===== src/rtl/calc_controller.sv =====
// calc_controller: keypad-driven integer calculator controller.
//
// Two operands (0..255) are typed in as decimal digits, combined with one
// operator (add, sub, mul) and evaluated on equals. Add/sub finish in one
// cycle; mul uses an 8-step shift-add, one multiplier bit per cycle, LSB first.
// Results above RESULT_MAX, or a subtraction that would go negative, drop the
// controller into an error state that only clear (or reset) leaves.
//
// Ports:
//   clk         system clock, rising edge
//   rst_n       asynchronous active-low reset
//   key_valid   one-cycle pulse qualifying key_code
//   key_code    0-9 digit, 10 add, 11 sub, 12 mul, 13 equals, 14 clear, 15 reserved
//   num_input   operand currently being entered
//   op_display  0 none, 1 add, 2 sub, 3 mul
//   result      last computed result
//   busy        high while a computation is in progress
//   err         high in the error state
//   state_dbg   current FSM state (S_A=0, S_B=1, S_CALC=2, S_DONE=3, S_ERR=4)
//
// Key handshake: a key is consumed on the rising edge where key_valid is high;
// there is no backpressure, so keys that are not legal in the current state
// (or any key but clear while busy) are silently dropped.
module calc_controller #(
  parameter int RESULT_MAX = 9999
) (
  input  logic        clk,
  input  logic        rst_n,
  input  logic        key_valid,
  input  logic [3:0]  key_code,
  output logic [7:0]  num_input,
  output logic [1:0]  op_display,
  output logic [15:0] result,
  output logic        busy,
  output logic        err,
  output logic [2:0]  state_dbg
);

  typedef enum logic [2:0] {
    S_A    = 3'd0,
    S_B    = 3'd1,
    S_CALC = 3'd2,
    S_DONE = 3'd3,
    S_ERR  = 3'd4
  } state_t;

  localparam logic [31:0] RMAX = 32'(RESULT_MAX);

  state_t      state, state_n;
  logic [7:0]  num_n;
  logic [1:0]  op_n;
  logic [15:0] result_n;
  logic        busy_n, err_n;
  logic [7:0]  opa, opa_n, opb, opb_n;
  logic [15:0] acc, acc_n, mcand, mcand_n;
  logic [7:0]  mplier, mplier_n;
  logic [2:0]  step, step_n;

  // Key decode
  logic        is_digit, is_op, is_eq, is_clr;
  logic [3:0]  op_tmp;
  logic [1:0]  key_op;
  logic [11:0] digit_acc;
  logic        digit_ok;

  always_comb begin
    is_digit  = key_valid && (key_code <= 4'd9);
    is_op     = key_valid && (key_code >= 4'd10) && (key_code <= 4'd12);
    is_eq     = key_valid && (key_code == 4'd13);
    is_clr    = key_valid && (key_code == 4'd14);
    op_tmp    = key_code - 4'd9;
    key_op    = op_tmp[1:0];
    digit_acc = {4'b0, num_input} * 12'd10 + {8'b0, key_code};
    // A digit that would push the operand past 8 bits is dropped.
    digit_ok  = (digit_acc <= 12'd255);
  end

  // Datapath for the S_CALC cycle
  logic [15:0] mul_step;
  logic [15:0] calc_value;
  logic        calc_done, calc_bad;

  always_comb begin
    mul_step   = acc + (mplier[0] ? mcand : 16'd0);
    calc_value = 16'd0;
    calc_done  = 1'b1;
    case (op_display)
      2'd1: calc_value = {8'b0, opa} + {8'b0, opb};
      2'd2: calc_value = {8'b0, opa - opb};
      2'd3: begin
        calc_value = mul_step;
        calc_done  = (step == 3'd7);
      end
      default: calc_value = 16'd0;
    endcase
    calc_bad = ((op_display == 2'd2) && (opa < opb)) ||
               ({16'b0, calc_value} > RMAX);
  end

  // Next-state / next-output logic
  always_comb begin
    state_n  = state;
    num_n    = num_input;
    op_n     = op_display;
    result_n = result;
    busy_n   = busy;
    err_n    = err;
    opa_n    = opa;
    opb_n    = opb;
    acc_n    = acc;
    mcand_n  = mcand;
    mplier_n = mplier;
    step_n   = step;

    if (is_clr) begin
      state_n  = S_A;
      num_n    = 8'd0;
      op_n     = 2'd0;
      result_n = 16'd0;
      busy_n   = 1'b0;
      err_n    = 1'b0;
      opa_n    = 8'd0;
      opb_n    = 8'd0;
      acc_n    = 16'd0;
      mcand_n  = 16'd0;
      mplier_n = 8'd0;
      step_n   = 3'd0;
    end else begin
      case (state)
        S_A: begin
          if (is_digit && digit_ok) begin
            num_n = digit_acc[7:0];
          end else if (is_op) begin
            opa_n   = num_input;
            op_n    = key_op;
            num_n   = 8'd0;
            state_n = S_B;
          end
        end
        S_B: begin
          if (is_digit && digit_ok) begin
            num_n = digit_acc[7:0];
          end else if (is_op) begin
            op_n = key_op;
          end else if (is_eq) begin
            opb_n    = num_input;
            acc_n    = 16'd0;
            mcand_n  = {8'b0, opa};
            mplier_n = num_input;
            step_n   = 3'd0;
            busy_n   = 1'b1;
            state_n  = S_CALC;
          end
        end
        S_CALC: begin
          // Multiplier registers advance every cycle; they are only
          // consumed when op_display selects mul.
          acc_n    = mul_step;
          mcand_n  = {mcand[14:0], 1'b0};
          mplier_n = {1'b0, mplier[7:1]};
          step_n   = step + 3'd1;
          if (calc_done) begin
            busy_n = 1'b0;
            if (calc_bad) begin
              result_n = 16'd0;
              err_n    = 1'b1;
              state_n  = S_ERR;
            end else begin
              result_n = calc_value;
              state_n  = S_DONE;
            end
          end
        end
        S_DONE: begin
          if (is_digit) begin
            num_n   = {4'b0, key_code};
            op_n    = 2'd0;
            state_n = S_A;
          end else if (is_op && (result <= 16'd255)) begin
            opa_n   = result[7:0];
            op_n    = key_op;
            num_n   = 8'd0;
            state_n = S_B;
          end
        end
        S_ERR: begin
          // Only clear leaves the error state.
        end
        default: state_n = S_A;
      endcase
    end
  end

  always_ff @(posedge clk or negedge rst_n) begin
    if (!rst_n) begin
      state      <= S_A;
      num_input  <= 8'd0;
      op_display <= 2'd0;
      result     <= 16'd0;
      busy       <= 1'b0;
      err        <= 1'b0;
      opa        <= 8'd0;
      opb        <= 8'd0;
      acc        <= 16'd0;
      mcand      <= 16'd0;
      mplier     <= 8'd0;
      step       <= 3'd0;
    end else begin
      state      <= state_n;
      num_input  <= num_n;
      op_display <= op_n;
      result     <= result_n;
      busy       <= busy_n;
      err        <= err_n;
      opa        <= opa_n;
      opb        <= opb_n;
      acc        <= acc_n;
      mcand      <= mcand_n;
      mplier     <= mplier_n;
      step       <= step_n;
    end
  end

  assign state_dbg = state;

endmodule


===== config.mk =====
export PLATFORM = sky130hd
export DESIGN_NAME = calc_controller
export DESIGN_NICKNAME = d
export VERILOG_FILES = /design/src/rtl/calc_controller.sv
export SDC_FILE = /design/constraint.sdc
export NUM_CORES = 1
export LEC_CHECK = 0
export ABC_CLOCK_PERIOD_IN_PS = 3300
export CAP_MARGIN = 40
export CORE_MARGIN = 2
export CORE_UTILIZATION = 50
export DETAILED_ROUTE_END_ITERATION = 16
export MAX_ROUTING_LAYER = met4
export PLACE_DENSITY_LB_ADDON = 0.1
export RECOVER_POWER = 50
export SYNTH_ARGS = -nofsm -noshare
export SYNTH_HDL_FRONTEND = slang
export SYNTH_SLANG_ARGS = --single-unit
export TNS_END_PERCENT = 50

===== constraint.sdc =====
create_clock -name clk -period 3.3 [get_ports clk]
set_clock_uncertainty 0.15 [all_clocks]
set_input_delay 0.66 -clock clk [delete_from_list [all_inputs] [get_ports clk]]
set_output_delay 0.66 -clock clk [all_outputs]
set_load 0.01 [all_outputs]

# Word level (Yosys, flattened, before mapping)
# Cells that the tools add are included.
# word_totals
input_bits	7
ff_bits	90
# classes
n_mul	1
add_sub_neg	6
mux	69
n_lt_le_gt_ge	7
reduce_logical	29
eq_ne	26
# ops
operator	count
2-to-1 mux 16 bit	13
2-to-1 mux 8 bit	17
one-hot mux 16 bit (2 select lines)	2
one-hot mux 16 bit (3 select lines)	1
2-to-1 mux 3 bit	14
one-hot mux 8 bit (2 select lines)	2
inequality test 3 bit, second input constant	10
one-hot mux 8 bit (3 select lines)	1
adder 16 bit	1
greater-than comparator 16 x 14 -> 1 bit, second input constant	1
<= comparator 16 x 8 -> 1 bit, second input constant	1
AND reduction 4 bit	4
one-hot mux 3 bit (5 select lines)	1
adder 12 x 4 -> 12 bit	1
<= comparator 12 x 8 -> 1 bit, second input constant	1
multiplier 8 x 3 -> 11 bit, second input constant	1
2-to-1 mux 1 bit	10
2-to-1 mux 2 bit	5
AND reduction 5 bit	2
nonzero test 2 bit	5
adder 8 x 8 -> 9 bit	1
nonzero test 3 bit	3
== test 4 bit, second input constant	2
<= comparator 4 bit, second input constant	2
25 further kinds	37

# Logic depth before layout (Yosys ltp)
# logic_depth
word_depth	9
depth_mapped	15

# Worst setup path after synthesis
# No wires, ideal clock.
# synth_timing
path_kind	register -> register
start	reg mplier[0]
end	reg result[9]
stages_incl_launch_ff	13
arrival_time_ps	3309
n_path_buf	1
setup_slack_ps	-248
setup_time_ps	90
period_less_slack_ps	3548
cell_sequence	dfrtp_1 clkbuf_1 and2_1 ha_1 a211oi_2 o21bai_2 a2111o_1 a2bb2oi_2 a41o_1 or2_4 xor2_1 or4_4 o31ai_4
# synth_via
elab_chain_cells	9
# synth_rtl
element	line_no	source
from (decl)	56	logic [7:0] mplier, mplier_n;
from (signal assigned)	219	mplier <= mplier_n;
2-to-1 mux 16 bit *	84	mul_step = acc + (mplier[0] ? mcand : 16'd0);
adder 16 bit *	84	
one-hot mux 16 bit (3 select lines) *	87	case (op_display)
greater-than comparator 16 x 14 -> 1 bit	97	({16'b0, calc_value} > RMAX);
logical OR 1 bit	96	calc_bad = ((op_display == 2'd2) && (opa < opb)) ||
2-to-1 mux 16 bit *	164	if (calc_bad) begin
2-to-1 mux 16 bit *	162	if (calc_done) begin
2-to-1 mux 16 bit *	129	case (state)
2-to-1 mux 16 bit *	115	if (is_clr) begin
to (signal assigned)	212	result <= result_n;
to (decl)	33	output logic [15:0] result,
# Every way passes the cells marked *; elsewhere a longest branch is shown, timed or not. The select of a mux whose other input is x is not followed.
# A chain may end at the register's enable or synchronous reset.

# Worst setup path after layout
# layout_timing
start	reg opa[0]
end	reg result[9]
# layout_via
elab_chain_cells	8
elab_cells_between_ends	11
classes_between	add/sub (2); order compare (2); mux (5); reduce/logical (2)
# layout_rtl
element	line_no	source
from (decl)	54	logic [7:0] opa, opa_n, opb, opb_n;
from (signal assigned)	215	opa <= opa_n;
subtractor 8 bit or adder 8 x 8 -> 9 bit (tied branches)	89, 88	
one-hot mux 16 bit (3 select lines)	87	
greater-than comparator 16 x 14 -> 1 bit	97	
logical OR 1 bit *	96	
2-to-1 mux 16 bit *	164	
2-to-1 mux 16 bit *	162	
2-to-1 mux 16 bit *	129	
2-to-1 mux 16 bit *	115	
# Marked as above.

==> metrics.txt <==
Tot GR Track Use=30.27%; reg2reg end=result[9]$_DFFE_PN0P_; outcome=complete, but fails checks; fin area=8466 um^2; Detailed Routing Iterations Pass 1=4; Post-Layout Cell Count=1066; area grow syn2layout=33.61%; clk_lat worst skew=360 ps; row cnt=41; Clock Sinks=90; endpoints failing setup=18; detailed placement HPWL=14270 um; maximum clock rate=284.4 MHz; area leader, netlist=dfrtp_1; Placed Area=7775 um^2; hold_buf cts=0; hold depth=1; Gate Count Post-Synth=739; most common cell after layout, fill and taps aside=buf_4; setup ws final=-216.6 ps; worst-path fanout max=5; Post-synth EDFFs=0; slowest CP cell=or4_4; Net Count, Synth=802; top_reg_cell synth=dfrtp_1; crit-path cells=buf_4 > inv_1 > ha_1 > fa_1 > nand2b_1 > a21oi_2 > o21a_1 > o21a_1 > nor3_1 > a221o_1 > o31a_1 > or4_4 > o31ai_4; post-synth top area share=35.55%; Pwr Density=1026 nW/um^2; WL met1=8562 um; critical path launch point type=register; die width=116.6 um; CP Class=reg -> reg; Worst Tran Pin Value=2514 ps; Req. time, crit path=3420 ps; synth top area cells=dfrtp_1 36%, ha_1 10%, nand2_1 7.2%; worst vdd ir=0.4210 mV; Final Max Tran Viols=45; Final Hold Violating Endpoints=0; Cells after DPL=1036; vias in the first global route=5950; commonest cells after routing, fill and taps aside=132 x buf_4, 121 x nand2_1, 89 x dfrtp_1; Distinct cells, synth=69; failing checks=max-capacitance violations, max-slew violations, negative setup slack; Port Buf Inserts=37; met3 wire length=676 um; Max Cap Viol=1; largest net degree at the start of global routing=47; CP dominant cell by count=o21a_1; drt wl/cell=17.99 um; HP Start=err$_DFFE_PN0P_; synth warn=0; RSZ-0062 raised after global routing=yes; Root Driver=clkbuf_16; minimum clock period=3517 ps; worst slack, placed=-295.5 ps; CP Data Arrival Time=3640 ps; Post-layout nets=952; CTS Buf Count=9; initial antenna violation count=0; vias per inst=5.632; Routed WL=19180 um; worst reg-to-reg setup slack=-220 ps; Yosys reg bits=90; CP endpoint=result[9]$_DFFE_PN0P_; Max Root-Sink Buffers=2; FF-to-FF path depth=13; Worst path max stage delay=600 ps; DRC Markers=0; Diodes inserted=0; area of the mapped netlist=6336 um^2; Tcrit/Tclk final=106.6%; H-tree levels=3; top routing layer in use=met4; CP endpoint kind=register; P_leak=3.974 nW; I/O pin count=38; Syn Area/Cell=8.574 um^2; reg-to-reg startpoint=opa[0]$_DFFE_PN0P_; Seq/Total Area, Yosys=35.55%; CTS tree=done; Worst Setup SP=opa[0]$_DFFE_PN0P_; Post-Route Setup TNS=-2293 ps; first-pass GRT wire length=30760 um; Die Ht=116.6 um; Vias=6004; fraction of layout cells with a size suffix above 1=26.06%; number of routed nets with antenna violations=0; grt total ovfl=0; Min-Delay Path Class=reg -> reg; Initial DRC Count=358; die area=13590 um^2; ys async rst share=100.0%; max_slew headroom=-67.61%; CTS clk-pin slew, worst paths=70 ps; Routability Congestion=0.9196; core box area=12520 um^2; met2 wire length=9310 um; Initial Util=50.62%
critical path: cells and delay by family (launching register included):
| family | cells | cell delay, ps |
|---|---|---|
| AND/OR/NAND/NOR | 3 | 860 |
| AO/OA/AOI/OAI | 6 | 1290 |
| flip-flops | 1 | 380 |
| buffers and inverters | 2 | 160 |
| adder cells (fa/ha/maj) | 2 | 600 |
cell type report:
class,count,area [um^2]
fillers,1085,4051
repair buffers,174,1438
clock inverters,7,60.06
clock buffers,9,225.2
inverters,33,123.9
well taps,172,215.2
multi-input cells,581,4150
flip-flops and latches,90,2253
where the power goes:
part | total [mW] | internal, mW | switching, mW
combinational | 5.83 | 2.83 | 3.01
sequential | 1.82 | 1.49 | 0.328
clock | 1.03 | 0.525 | 0.507
total | 8.69 | 4.85 | 3.84
Yosys cell counts, types with 10 or more instances:
cell type  number
nor2_1         53
nor3_1         14
nand2_1       121
o21ai_0        40
nand3_1        25
clkbuf_1       32
a21oi_1        48
xnor2_1        16
inv_1          30
ha_1           51
and2_1         24
o21ai_1        19
dfrtp_1        90
mux2i_1        10
a22o_1         21
timing repair:
action | in CTS | in global routing
setup endpoints to repair | 36 | 36
pin swaps | 19 | 33
buffers inserted | 8 | 5
cloned | 1 | 0
resized for setup | 24 | 39
worst min path at each step:
stage	end	slack, ps
floorplan	acc[0]$_DFFE_PN0P_	210
global placement	acc[5]$_DFFE_PN0P_	330
detailed placement	acc[7]$_DFFE_PN0P_	330
CTS	acc[12]$_DFFE_PN0P_	180
global route	err$_DFFE_PN0P_	360
finish	err$_DFFE_PN0P_	340
metrics by stage:
step	hold WS, ps	power, mW	util (%)
floorplan	214.4	4.840	-
global placement	327.0	6.928	62.12
detailed placement	331.1	7.024	62.12
CTS	178.1	8.346	66.00
global route	360.4	9.320	67.63
finish	341.5	8.688	67.63
routing by layer:
metal | up-vias | track usage (%)
met2 | 132 | 48.88
met4 | 0 | 12.08
met1 | 2911 | 38.65
met5 | - | -
li1 | 2918 | -
met3 | 43 | 4.152
sequential cells by signal, indices dropped and copies added (netlist names):
name,count
opa,8
acc,16
busy,1
mcand,16
op_display,2
result,16
state_dbg,3
err,1
opb,8
num_input,8
mplier,8
step,3
cell families (layout without fill, tap and decap cells):
family	after synthesis	count (layout)	share of synthesized area, %
compound gates	198	198	21.25
xor+xnor	24	24	3.318
fa+ha+maj	56	56	11.65
buf+inv	69	223	4.246
flops	90	90	35.55
mux	20	20	3.357
simple gates	282	283	20.64
Note: power is estimated with default switching activity, not from simulation.
